--- config.mk ---
export PLATFORM = sky130hd
export DESIGN_NAME = maxnet_ctrl
export DESIGN_NICKNAME = d
export VERILOG_FILES = /design/src/rtl/maxnet_pkg.sv /design/src/rtl/maxnet_in_buf.sv /design/src/rtl/maxnet_ctrl.sv
export SDC_FILE = /design/constraint.sdc
export NUM_CORES = 1
export LEC_CHECK = 0
export ABC_AREA = 1
export CAP_MARGIN = 5
export CORE_MARGIN = 2
export CORE_UTILIZATION = 35
export CTS_CLUSTER_SIZE = 28
export DETAILED_ROUTE_END_ITERATION = 6
export PLACE_DENSITY = 0.67
export SKIP_LAST_GASP = 1
export SLEW_MARGIN = 15
export SYNTH_ARGS = -nofsm -noshare
export SYNTH_HDL_FRONTEND = slang
export SYNTH_SLANG_ARGS = --single-unit
--- constraint.sdc ---
create_clock -name clk -period 8.35 [get_ports clk]
set_input_delay 0.835 -clock clk [delete_from_list [all_inputs] [get_ports clk]]
set_output_delay 0.835 -clock clk [all_outputs]
set_load 0.005 [all_outputs]
--- src/rtl/maxnet_pkg.sv ---
// Shared types and constants for the MaxNet controller and datapath.
package maxnet_pkg;

  typedef enum logic [1:0] {IDLE, LOAD, ITER, RESP} state_t;

  localparam logic [31:0] FP_ONE     = 32'h3F800000;
  localparam logic [31:0] FP_EPS_NEG = 32'hBE4CCCCD;

endpackage

--- src/rtl/maxnet_in_buf.sv ---
// Collects four activation words into x1..x4; registers update on the accept edge.
// Accepts only while en is high; full_pulse flags the 4th accept combinationally.
module maxnet_in_buf
  import maxnet_pkg::*;
#(
  parameter int DATA_W = 32
) (
  input  logic              clk,
  input  logic              rst,
  input  logic              en,
  input  logic              in_valid,
  input  logic [DATA_W-1:0] in_data,
  output logic              full_pulse,
  output logic [DATA_W-1:0] x1,
  output logic [DATA_W-1:0] x2,
  output logic [DATA_W-1:0] x3,
  output logic [DATA_W-1:0] x4
);

  logic [1:0] idx;
  logic       accept;

  assign accept     = en & in_valid;
  assign full_pulse = accept & (idx == 2'd3);

  always_ff @(posedge clk or posedge rst) begin
    if (rst) begin
      idx <= 2'd0;
      x1  <= '0;
      x2  <= '0;
      x3  <= '0;
      x4  <= '0;
    end else if (accept) begin
      case (idx)
        2'd0: x1 <= in_data;
        2'd1: x2 <= in_data;
        2'd2: x3 <= in_data;
        default: x4 <= in_data;
      endcase
      idx <= idx + 2'd1;
    end
  end

endmodule

--- src/rtl/maxnet_ctrl.sv ---
// MaxNet sequencer: collect 4 words, 1 load cycle, iterate until done or MAX_ITER, then respond.
// Result is held in RESP until out_ready; in_ready is high only in IDLE.
module maxnet_ctrl
  import maxnet_pkg::*;
#(
  parameter int DATA_W   = 32,
  parameter int MAX_ITER = 64,
  parameter int CNT_W    = $clog2(MAX_ITER + 1)
) (
  input  logic              clk,
  input  logic              rst,
  input  logic              in_valid,
  output logic              in_ready,
  input  logic [DATA_W-1:0] in_data,
  output logic [DATA_W-1:0] x1,
  output logic [DATA_W-1:0] x2,
  output logic [DATA_W-1:0] x3,
  output logic [DATA_W-1:0] x4,
  output logic              m1,
  output logic              m2,
  output logic              m3,
  output logic              m4,
  input  logic              done,
  input  logic [DATA_W-1:0] dp_out,
  output logic              out_valid,
  input  logic              out_ready,
  output logic [DATA_W-1:0] out_data,
  output logic              out_err,
  output logic              busy
);

  localparam logic [CNT_W-1:0] CNT_LAST = CNT_W'(MAX_ITER - 1);

  state_t            state, state_nxt;
  logic [CNT_W-1:0]  cnt, cnt_nxt;
  logic [DATA_W-1:0] out_data_nxt;
  logic              out_err_nxt;
  logic              m_q;
  logic              full_pulse;

  assign in_ready = (state == IDLE);
  assign busy     = (state != IDLE);
  assign m1       = m_q;
  assign m2       = m_q;
  assign m3       = m_q;
  assign m4       = m_q;

  maxnet_in_buf #(.DATA_W(DATA_W)) u_in_buf (
    .clk        (clk),
    .rst        (rst),
    .en         (in_ready),
    .in_valid   (in_valid),
    .in_data    (in_data),
    .full_pulse (full_pulse),
    .x1         (x1),
    .x2         (x2),
    .x3         (x3),
    .x4         (x4)
  );

  always_comb begin
    state_nxt    = state;
    cnt_nxt      = cnt;
    out_data_nxt = out_data;
    out_err_nxt  = out_err;
    case (state)
      IDLE: if (full_pulse) state_nxt = LOAD;
      LOAD: begin
        cnt_nxt   = '0;
        state_nxt = ITER;
      end
      ITER: begin
        cnt_nxt = cnt + 1'b1;
        // The first ITER cycle is the datapath settling cycle, so done is not trusted yet.
        if ((cnt != '0) && done) begin
          out_data_nxt = dp_out;
          out_err_nxt  = 1'b0;
          state_nxt    = RESP;
        end else if (cnt == CNT_LAST) begin
          out_data_nxt = '0;
          out_err_nxt  = 1'b1;
          state_nxt    = RESP;
        end
      end
      RESP: if (out_ready) state_nxt = IDLE;
      default: state_nxt = IDLE;
    endcase
  end

  always_ff @(posedge clk or posedge rst) begin
    if (rst) begin
      state     <= IDLE;
      cnt       <= '0;
      out_valid <= 1'b0;
      out_data  <= '0;
      out_err   <= 1'b0;
      m_q       <= 1'b0;
    end else begin
      state     <= state_nxt;
      cnt       <= cnt_nxt;
      out_valid <= (state_nxt == RESP);
      out_data  <= out_data_nxt;
      out_err   <= out_err_nxt;
      m_q       <= (state_nxt == ITER) || (state_nxt == RESP);
    end
  end

endmodule
==> results of run 1 <==
worst min-delay path: stages (launching register included):
cell	delay, ns
dfrtp_1	0.34
nand2_1	0.05
o21ai_0	0.06
through the flow:
step | worst slack [ns] | cells | utilization | cell area, sq um
floorplan | 2.827 | 688 | - | 7029
global placement | 5.355 | 1150 | 0.4823 | 9448
detailed placement | 5.342 | 1150 | 0.4823 | 9448
CTS | 5.568 | 1182 | 0.5138 | 10070
global route | 5.474 | 1182 | 0.5141 | 10070
finish | 5.604 | 1182 | 0.5141 | 10070
final cells by class:
cell class / count / area, sq um
clock buffers: 18 / 439.2
clock inverters: 14 / 178.9
fillers: 1794 / 9519
inverters: 55 / 214.0
multi-input cells: 420 / 2208
flip-flops and latches: 173 / 4329
well taps: 265 / 331.6
repair buffers: 237 / 2370
final timing paths:
| kind | startpoint | endpoint | slack (ns) | depth (start not counted) |
|---|---|---|---|---|
| setup reg to reg | m1 | out_valid | 6.18 | 7 |
| setup / recovery | m1 | busy | 5.60 | 4 |
| min in group asynchronous | rst | out_data[0] | 1.00 | 2 |
| max in group asynchronous | rst | u_in_buf.x2[29] | 5.91 | 3 |
| hold / removal | u_in_buf.x1[27] | u_in_buf.x1[27] | 0.48 | 2 |
| hold reg to reg | u_in_buf.x1[27] | u_in_buf.x1[27] | 0.48 | 2 |
placed cells by master, fill, tap and decap left out:
cell / count
clkdlybuf4s50_1: 236
nand2_1: 174
dfrtp_1: 173
o21ai_0: 94
inv_1: 48
nand3_1: 44
o21ai_1: 39
nand3_2: 30
clkbuf_16: 17
ha_1: 11
nor2_1: 8
inv_6: 6
inv_2: 5
nand2_4: 4
a21oi_1: 4
bufinv_16: 3
nand2_2: 2
nand3_4: 2
clkinvlp_4: 2
clkinv_2: 2
inv_4: 1
nand2_8: 1
nor2_4: 1
nor2_2: 1
xor2_1: 1
nor3b_1: 1
nor3_4: 1
xnor2_1: 1
nor3_2: 1
clkinv_4: 1
inv_8: 1
clkbuf_8: 1
buf_4: 1
metal layers:
| layer | GRT usage | vias up |
|---|---|---|
| met5 | 0 | - |
| met4 | 0.05147 | 0 |
| met3 | 0.07210 | 21 |
| met2 | 0.2632 | 188 |
| met1 | 0.2267 | 2553 |
| li1 | - | 2652 |
flip-flops by register name, indices dropped and copies added, names as in the netlist:
name / flops
out_valid: 1
state: 1
out_data: 32
m1: 1
u_in_buf.idx: 2
u_in_buf.x2: 32
u_in_buf.x3: 32
cnt: 7
u_in_buf.x1: 32
out_err: 1
u_in_buf.x4: 32
kinds of logic after synthesis:
group,after synthesis,share of synthesized area
and+or+nand+nor,270,0.1938
DFF,173,0.6159
AOI/OAI and AO/OA,137,0.09754
buffers and inverters,95,0.07067
adders and majority gates,11,0.01958
xor gates and xnor gates,2,0.002492
power groups by stage:
stage                     Clock (W)  Sequential (W)  Combinational [W]
after floorplan                   0         0.00144           0.000590
after global placement            0         0.00143            0.00146
after detailed placement          0         0.00143            0.00149
after CTS                  0.000852         0.00143            0.00150
after global routing       0.000886         0.00147            0.00163
final                      0.000830         0.00143            0.00147
==> qor.csv, run 1 <==
stage,metric,value,unit
clock_network,H-tree depth,4,
placed_design,port buffer count,236,
final_layout,Area growth syn-to-layout,43.27,%
placed_design,hpwl dp,11970,microns
setup_path,CP Max Fanout,8,
power_and_ir_drop,Leak,4.728,nW
yosys,dominant synthesized flop cell,dfrtp_1,
power_and_ir_drop,sequential share of power,0.382,
sta,period utilization,0.3288,
power_and_ir_drop,Internal Power,0.002526,W
floorplanning,die width,145.7,microns
sta,final hold viol count,0,
clock_network,Worst-path clk slew,0.06,ns
yosys,cell area after synthesis,7029,sq um
sta,Hold Worst Slack,0.4836,ns
yosys,warnings from Yosys,0,
clock_network,CTS tree,done,
power_and_ir_drop,Psw,0.001205,W
drt,met1 WL,8156,microns
power_and_ir_drop,Clock Power Share,0.223,
final_layout,NumNets Final,984,
floorplanning,IO Pins,237,
clock_network,Max Buffers Root-to-Sink,2,
sta,Tmin final,2.746,ns
flow_run,Max-Cap Viols,0,
setup_path,Critical Path RT,7.52,ns
setup_path,Crit-path slowest cell,dfrtp_1,
drt,Routed Antenna Nets,0,
yosys,"EDFF count, synth",0,
setup_path,Worst path most repeated cell,inv_1,
grt,GRT Util Overall,0.1731,
clock_network,post-CTS setup buffers,0,
floorplanning,Std-Cell Rows,51,
floorplanning,core area,19590,sq um
yosys,most numerous cell in the Yosys netlist,nand2_1,
floorplanning,Die Footprint,21230,sq um
yosys,Post-synth ARST share,1.000,
yosys,Cells after Synth,688,
final_layout,Inserted Diodes,0,
sta,setup TNS,0,ns
sta,RSZ-0062 raised after global routing,false,
setup_path,CP max stage delay,0.51,ns
clock_network,clock latency at the later pin of the worst-skew pair,0.43,ns
drt,DR WL met2,7851,microns
grt,antenna violations before repair,0,
yosys,Yosys top cell area share,0.6159,
clock_network,hold buffers post-CTS,0,
floorplanning,die height,145.7,microns
setup_path,crit path launch type,flip-flop,
grt,vias in the first global route,5329,
yosys,post-synth top area cell,dfrtp_1,
power_and_ir_drop,Worst IR Drop VDD,0.1504,mV
clock_network,clk root buf,clkbuf_16,
yosys,Netlist cell types,28,
yosys,"top cells by count, synth","nand2_1 (174), dfrtp_1 (173), o21ai_0 (94)",
drt,via count,5414,
grt,largest net degree at the start of global routing,109,
setup_path,endpoint type of the worst setup path,primary output,
grt,grt ovf,0,
floorplanning,Initial Util,0.3588,
power_and_ir_drop,PnR Total Power,0.003731,W
placed_design,placer congestion estimate,0.7498,
sta,setup violation total in the final timing report,0,
yosys,post-synthesis net count,768,
setup_path,CP cell instances,"inv_1, ha_1, inv_1, clkdlybuf4s50_1",
drt,DR top layer,met4,
clock_network,CTS sink count,173,
drt,met3 WL post-DR,1622,microns
setup_path,CP top delay family,buffers and inverters,
run_status,outcome,"finished, final reports clean",
drt,detailed-route DRC error count,0,
sta,Slew @ Worst Pin,0.9687,ns
setup_path,CP Class,reg2out,
yosys,synth top area cells,"dfrtp_1 (62%), nand2_1 (9.3%), o21ai_0 (6.7%)",
sta,Max Clk Rate,0.3642,GHz
yosys,Seq cells post-synth,173,
sta,Worst slew margin,0.3542,
sta,Slew Limit Fails,0,
power_and_ir_drop,sw frac,0.3229,
final_layout,fraction of layout cells with a size suffix above 1,0.09051,
yosys,Mean Syn Cell Area,10.22,sq um
setup_path,CP arrival,1.91,ns
drt,Starting DRT DRC Count,299,
drt,vias per cell,4.580,
drt,drt first pass iters,5,
clock_network,cts repair resizes,0,
clock_network,cts bufs inserted,17,
drt,DR WL/cell,15.20,microns
power_and_ir_drop,Pwr per Cell Area,370.4,nW/um^2
drt,Detailed Route WL,17970,microns
setup_path,CP Buf/Inv Count,3,
yosys,register area share after synthesis,0.6159,
power_and_ir_drop,Comb pwr share,0.395,
grt,first-pass GRT wire length,29440,microns
sta,Layout Skew,0.01351,ns
hold_path,HP Class,reg2reg,
Note: power is estimated with default switching activity, not from simulation.
==> run 2: changes to the inputs <==
==> constraint.sdc (replaced) <==
create_clock -name clk -period 2.8 [get_ports clk]
set_input_delay 0.28 -clock clk [delete_from_list [all_inputs] [get_ports clk]]
set_output_delay 0.28 -clock clk [all_outputs]
set_load 0.005 [all_outputs]
==> qor.csv, run 2 (synthesized netlist as in run 1, its figures left out) <==
stage,metric,value,unit
drt,Detailed Route WL,18150,microns
final_layout,multi-input logic area,2203,sq um
drt,Routed Antenna Nets,0,
drt,Starting DRT DRC Count,264,
sta,period utilization,0.7581,
floorplanning,Std-Cell Rows,51,
drt,vias per cell,4.594,
drt,drt first pass iters,4,
setup_path,Critical Path RT,2.52,ns
clock_network,clk root buf,clkbuf_16,
clock_network,hold buffers post-CTS,0,
grt,met1 Use GR,0.2311,
final_layout,Non-Filler Instances,1191,
final_layout,NumNets Final,993,
run_status,outcome,"finished, final reports clean",
drt,via count,5472,
setup_path,CP Class,reg2out,
sta,Layout Skew,0.01237,ns
grt,M2 GR Usage,0.2731,
placed_design,hpwl dp,12560,microns
floorplanning,core area,19590,sq um
sta,RSZ-0062 raised after global routing,false,
setup_path,Worst path most repeated cell,inv_1,
sta,Slew Limit Fails,0,
sta,Tmin final,2.123,ns
clock_network,cts bufs inserted,17,
sta,setup TNS,0,ns
clock_network,CTS tree,done,
floorplanning,Initial Util,0.3588,
sta,Worst slew margin,0.5569,
final_layout,"most common cell after layout, fill and taps aside",clkdlybuf4s50_1,
floorplanning,Die Footprint,21230,sq um
final_layout,most frequent cells in the layout,"clkdlybuf4s50_1 (236), nand2_1 (174), dfrtp_1 (173), o21ai_0 (94), inv_1 (48)",
floorplanning,die width,145.7,microns
final_layout,storage element area,4329,sq um
power_and_ir_drop,PnR Total Power,0.01099,W
sta,Max Clk Rate,0.4711,GHz
setup_path,CP arrival,1.84,ns
grt,M3 GR Usage,0.06708,
final_layout,final core area utilization,0.5172,
setup_path,Crit-path slowest cell,clkdlybuf4s50_1,
placed_design,placer congestion estimate,0.7679,
setup_path,crit path launch type,flip-flop,
setup_path,CP max stage delay,0.49,ns
final_layout,fraction of layout cells with a size suffix above 1,0.09935,
flow_run,Max-Cap Viols,0,
setup_path,CP Max Fanout,8,
clock_network,Max Buffers Root-to-Sink,2,
floorplanning,IO Pins,237,
grt,grt ovf,0,
grt,first-pass GRT wire length,30060,microns
final_layout,Filler Cell Count,1810,
clock_network,H-tree depth,4,
grt,antenna violations before repair,0,
setup_path,endpoint type of the worst setup path,primary output,
final_layout,Area growth syn-to-layout,44.14,%
clock_network,CTS sink count,173,
clock_network,post-CTS setup buffers,0,
placed_design,port buffer count,236,
sta,final hold viol count,0,
grt,vias in the first global route,5416,
clock_network,clock latency at the later pin of the worst-skew pair,0.43,ns
power_and_ir_drop,Pwr per Cell Area,1084,nW/um^2
final_layout,Inserted Diodes,0,
grt,gr busiest metal,met2,
placed_design,Placed Cells,1159,
grt,largest net degree at the start of global routing,65,
drt,DR WL/cell,15.24,microns
setup_path,CP top delay family,buffers and inverters,
setup_path,CP Buf/Inv Count,3,
power_and_ir_drop,Worst IR Drop VDD,0.5768,mV
drt,detailed-route DRC error count,0,
sta,setup violation total in the final timing report,0,
floorplanning,die height,145.7,microns
grt,GRT Util Overall,0.1763,
clock_network,Worst-path clk slew,0.08,ns
setup_path,CP cell instances,"inv_1, ha_1, inv_1, clkdlybuf4s50_1",
hold_path,HP Class,in2async,
clock_network,cts repair resizes,0,
power_and_ir_drop,Leak,4.753,nW
sta,Slew @ Worst Pin,0.6633,ns
-- run 2: cell type report --
class | count | share of cell area
repair buffers | 246 | 0.2430
clock inverters | 15 | 0.01655
clock buffers | 17 | 0.04199
inverters | 55 | 0.02099
multi-input cells | 420 | 0.2175
flip-flops and latches | 173 | 0.4273
well taps | 265 | 0.03272
-- run 2: power breakdown --
group          internal, W  switching (W)  total (W)
sequential         0.00358       0.000645    0.00422
combinational      0.00252        0.00188    0.00440
clock              0.00121        0.00115    0.00236
total              0.00731        0.00368     0.0110
-- run 2: per-layer routing --
metal	up-vias	share of wire	routed length, microns
met4	0	0.012	217
met1	2600	0.45	8129
met3	13	0.090	1638
met2	185	0.45	8162
li1	2674	-	-
met5	-	0	0
-- run 2: final timing paths --
path | start | to | slack (ns) | cells past startpoint
hold reg to reg | u_in_buf.x3[22] | u_in_buf.x3[22] | 0.49 | 2
hold / removal | rst | out_data[14] | 0.29 | 2
setup reg to reg | cnt[0] | out_valid | 0.80 | 9
min in group clk | dp_out[30] | out_data[30] | 0.41 | 3
setup / recovery | m1 | busy | 0.68 | 4
max in group asynchronous | rst | out_data[17] | 1.81 | 3
-- run 2: stage by stage --
step | hold slack, ns | instance area, sq um | setup WS, ns
floorplan | 0.4247 | 7033 | 0.3093
global placement | 0.4637 | 9539 | 0.7995
detailed placement | 0.4715 | 9539 | 0.7616
CTS | 0.2837 | 10130 | 0.6274
global route | 0.3306 | 10130 | 0.5633
finish | 0.2887 | 10130 | 0.6772
==> run 3: changes to the inputs <==
--- a/config.mk
+++ b/config.mk
@@ -11,7 +11,7 @@
 export CORE_UTILIZATION = 35
 export CTS_CLUSTER_SIZE = 28
 export DETAILED_ROUTE_END_ITERATION = 6
-export PLACE_DENSITY = 0.67
+export PLACE_DENSITY = 0.7
 export SKIP_LAST_GASP = 1
 export SLEW_MARGIN = 15
 export SYNTH_ARGS = -nofsm -noshare
==> constraint.sdc (replaced) <==
create_clock -name clk -period 1.81 [get_ports clk]
set_input_delay 0.181 -clock clk [delete_from_list [all_inputs] [get_ports clk]]
set_output_delay 0.181 -clock clk [all_outputs]
set_load 0.005 [all_outputs]
==> qor.csv, run 3 (synthesized netlist as in run 1, its figures left out) <==
stage,metric,value,unit
sta,Slew @ Worst Pin,0.3626,ns
grt,grt ovf,0,
clock_network,Max Buffers Root-to-Sink,2,
clock_network,clock latency at the later pin of the worst-skew pair,0.42,ns
sta,RSZ-0062 raised after global routing,true,
setup_path,CP top delay family,buffers and inverters,
sta,Tmin final,1.747,ns
clock_network,hold buffers post-CTS,0,
drt,via count,5531,
setup_path,Crit-path slowest cell,clkdlybuf4s50_1,
final_layout,"most common cell after layout, fill and taps aside",clkdlybuf4s50_1,
drt,Detailed Route WL,18140,microns
setup_path,CP arrival,1.57,ns
final_layout,Filler Cell Count,1778,
clock_network,Worst-path clk slew,0.07,ns
power_and_ir_drop,Clock Power Share,0.217,
sta,final hold viol count,0,
placed_design,placer congestion estimate,0.8045,
grt,vias in the first global route,5626,
placed_design,hpwl dp,12930,microns
final_layout,multi-input logic area,2208,sq um
setup_path,endpoint type of the worst setup path,primary output,
final_layout,Inserted Diodes,0,
grt,antenna violations before repair,0,
setup_path,CP max stage delay,0.50,ns
sta,Max Clk Rate,0.5726,GHz
power_and_ir_drop,Pwr per Cell Area,1679,nW/um^2
hold_path,HP Class,in2async,
final_layout,most frequent cells in the layout,"clkdlybuf4s50_1 (234), nand2_1 (174), dfrtp_1 (173), o21ai_0 (94), inv_1 (46)",
drt,detailed-route DRC error count,0,
final_layout,NumNets Final,1005,
drt,Routed Antenna Nets,0,
setup_path,CP Class,reg2out,
floorplanning,Initial Util,0.3588,
grt,first-pass GRT wire length,30080,microns
sta,Layout Skew,0.009305,ns
drt,Starting DRT DRC Count,269,
final_layout,storage element area,4329,sq um
final_layout,final core area utilization,0.5301,
floorplanning,IO Pins,237,
floorplanning,die width,145.7,microns
run_status,outcome,"finished, final reports clean",
final_layout,Non-Filler Instances,1203,
placed_design,port buffer count,236,
sta,period utilization,0.9649,
setup_path,CP Max Fanout,4,
setup_path,crit path launch type,flip-flop,
floorplanning,core area,19590,sq um
power_and_ir_drop,Psw,0.005653,W
final_layout,fraction of layout cells with a size suffix above 1,0.1151,
clock_network,CTS sink count,173,
clock_network,cts bufs inserted,17,
setup_path,CP Buf/Inv Count,3,
drt,vias per cell,4.598,
setup_path,Worst path most repeated cell,buf_4,
floorplanning,Die Footprint,21230,sq um
clock_network,H-tree depth,4,
drt,DR WL/cell,15.08,microns
power_and_ir_drop,PnR Total Power,0.01743,W
setup_path,Critical Path RT,1.63,ns
final_layout,Area growth syn-to-layout,47.74,%
placed_design,pre-CTS setup slack,0.1407,ns
sta,setup violation total in the final timing report,0,
grt,largest net degree at the start of global routing,65,
clock_network,clk root buf,clkbuf_16,
drt,drt first pass iters,4,
floorplanning,Std-Cell Rows,51,
power_and_ir_drop,Worst IR Drop VDD,0.7289,mV
power_and_ir_drop,sw frac,0.3242,
setup_path,CP cell instances,"buf_4, buf_4, clkdlybuf4s50_1",
sta,fin worst setup slack,0.06346,ns
flow_run,Max-Cap Viols,0,
grt,GRT Util Overall,0.1762,
floorplanning,die height,145.7,microns
sta,Hold Worst Slack,0.08433,ns
clock_network,CTS tree,done,
power_and_ir_drop,Leak,4.899,nW
placed_design,Placed Cells,1169,
power_and_ir_drop,sequential share of power,0.375,
sta,Slew Limit Fails,0,
power_and_ir_drop,Internal Power,0.01178,W
power_and_ir_drop,Comb pwr share,0.408,
sta,Worst slew margin,0.7577,
==> run 3: changes by cell type in the layout (fill, tap and decap cells not counted), moves of 2 or more <==
cell / previous run / this run
buf_12: 2 / 13
inv_6: 2 / 5
inv_8: 6 / 3
bufinv_16: 0 / 2
clkdlybuf4s50_1: 236 / 234
clkinv_2: 0 / 2
clkinv_4: 3 / 1
inv_1: 48 / 46
inv_2: 5 / 7
==> run 3: layer usage <==
layer	GRT usage	share of wire	up-vias
met2	0.2792	0.46	167
li1	-	-	2711
met5	0	0	-
met4	0.06275	0.020	0
met1	0.2245	0.44	2633
met3	0.06144	0.076	20
==> run 3: timing repair <==
| action | CTS | global route |
|---|---|---|
| pin swaps | 0 | 0 |
| gates resized for setup | 3 | 3 |
| endpoints found under the setup margin | 2 | 9 |
| setup buffers | 2 | 0 |
| gates cloned | 0 | 0 |
==> run 3: final timing paths <==
kind                       cells past startpoint            start  slack, ns              end
min reg2reg                                    2  u_in_buf.x3[24]       0.48  u_in_buf.x3[24]
min                                            2              rst       0.08     out_data[12]
max reg2reg                                    9               m1       0.19          out_err
max in group asynchronous                      3              rst       1.09  u_in_buf.x2[11]
min in group clk                               3       dp_out[30]       0.33     out_data[30]
max                                            3               m1       0.06               m4
==> run 3: metrics by stage <==
stage               setup TNS, ns  instance area (sq um)
global route             -0.01334                  10390
global placement                0                   9752
floorplan                 -100.63                   7033
CTS                      -0.01768                  10380
finish                          0                  10390
detailed placement              0                   9752
==> run 3: area by class of cell <==
class / instances / share of cell area
Multi-Input combinational cell: 420 / 0.2126
Sequential cell: 173 / 0.4169
Timing Repair Buffer: 258 / 0.2592
Tap cell: 265 / 0.03193
Clock buffer: 18 / 0.04229
Clock inverter: 14 / 0.01663
Inverter: 55 / 0.02048
==> run 3: power by group through the flow <==
stage | clock network (W) | registers [W] | logic [W]
final | 0.00378 | 0.00653 | 0.00712
after global routing | 0.00407 | 0.00674 | 0.00788
after CTS | 0.00390 | 0.00654 | 0.00725
after detailed placement | 0 | 0.00658 | 0.00719
after global placement | 0 | 0.00655 | 0.00707
after floorplan | 0 | 0.00664 | 0.00272
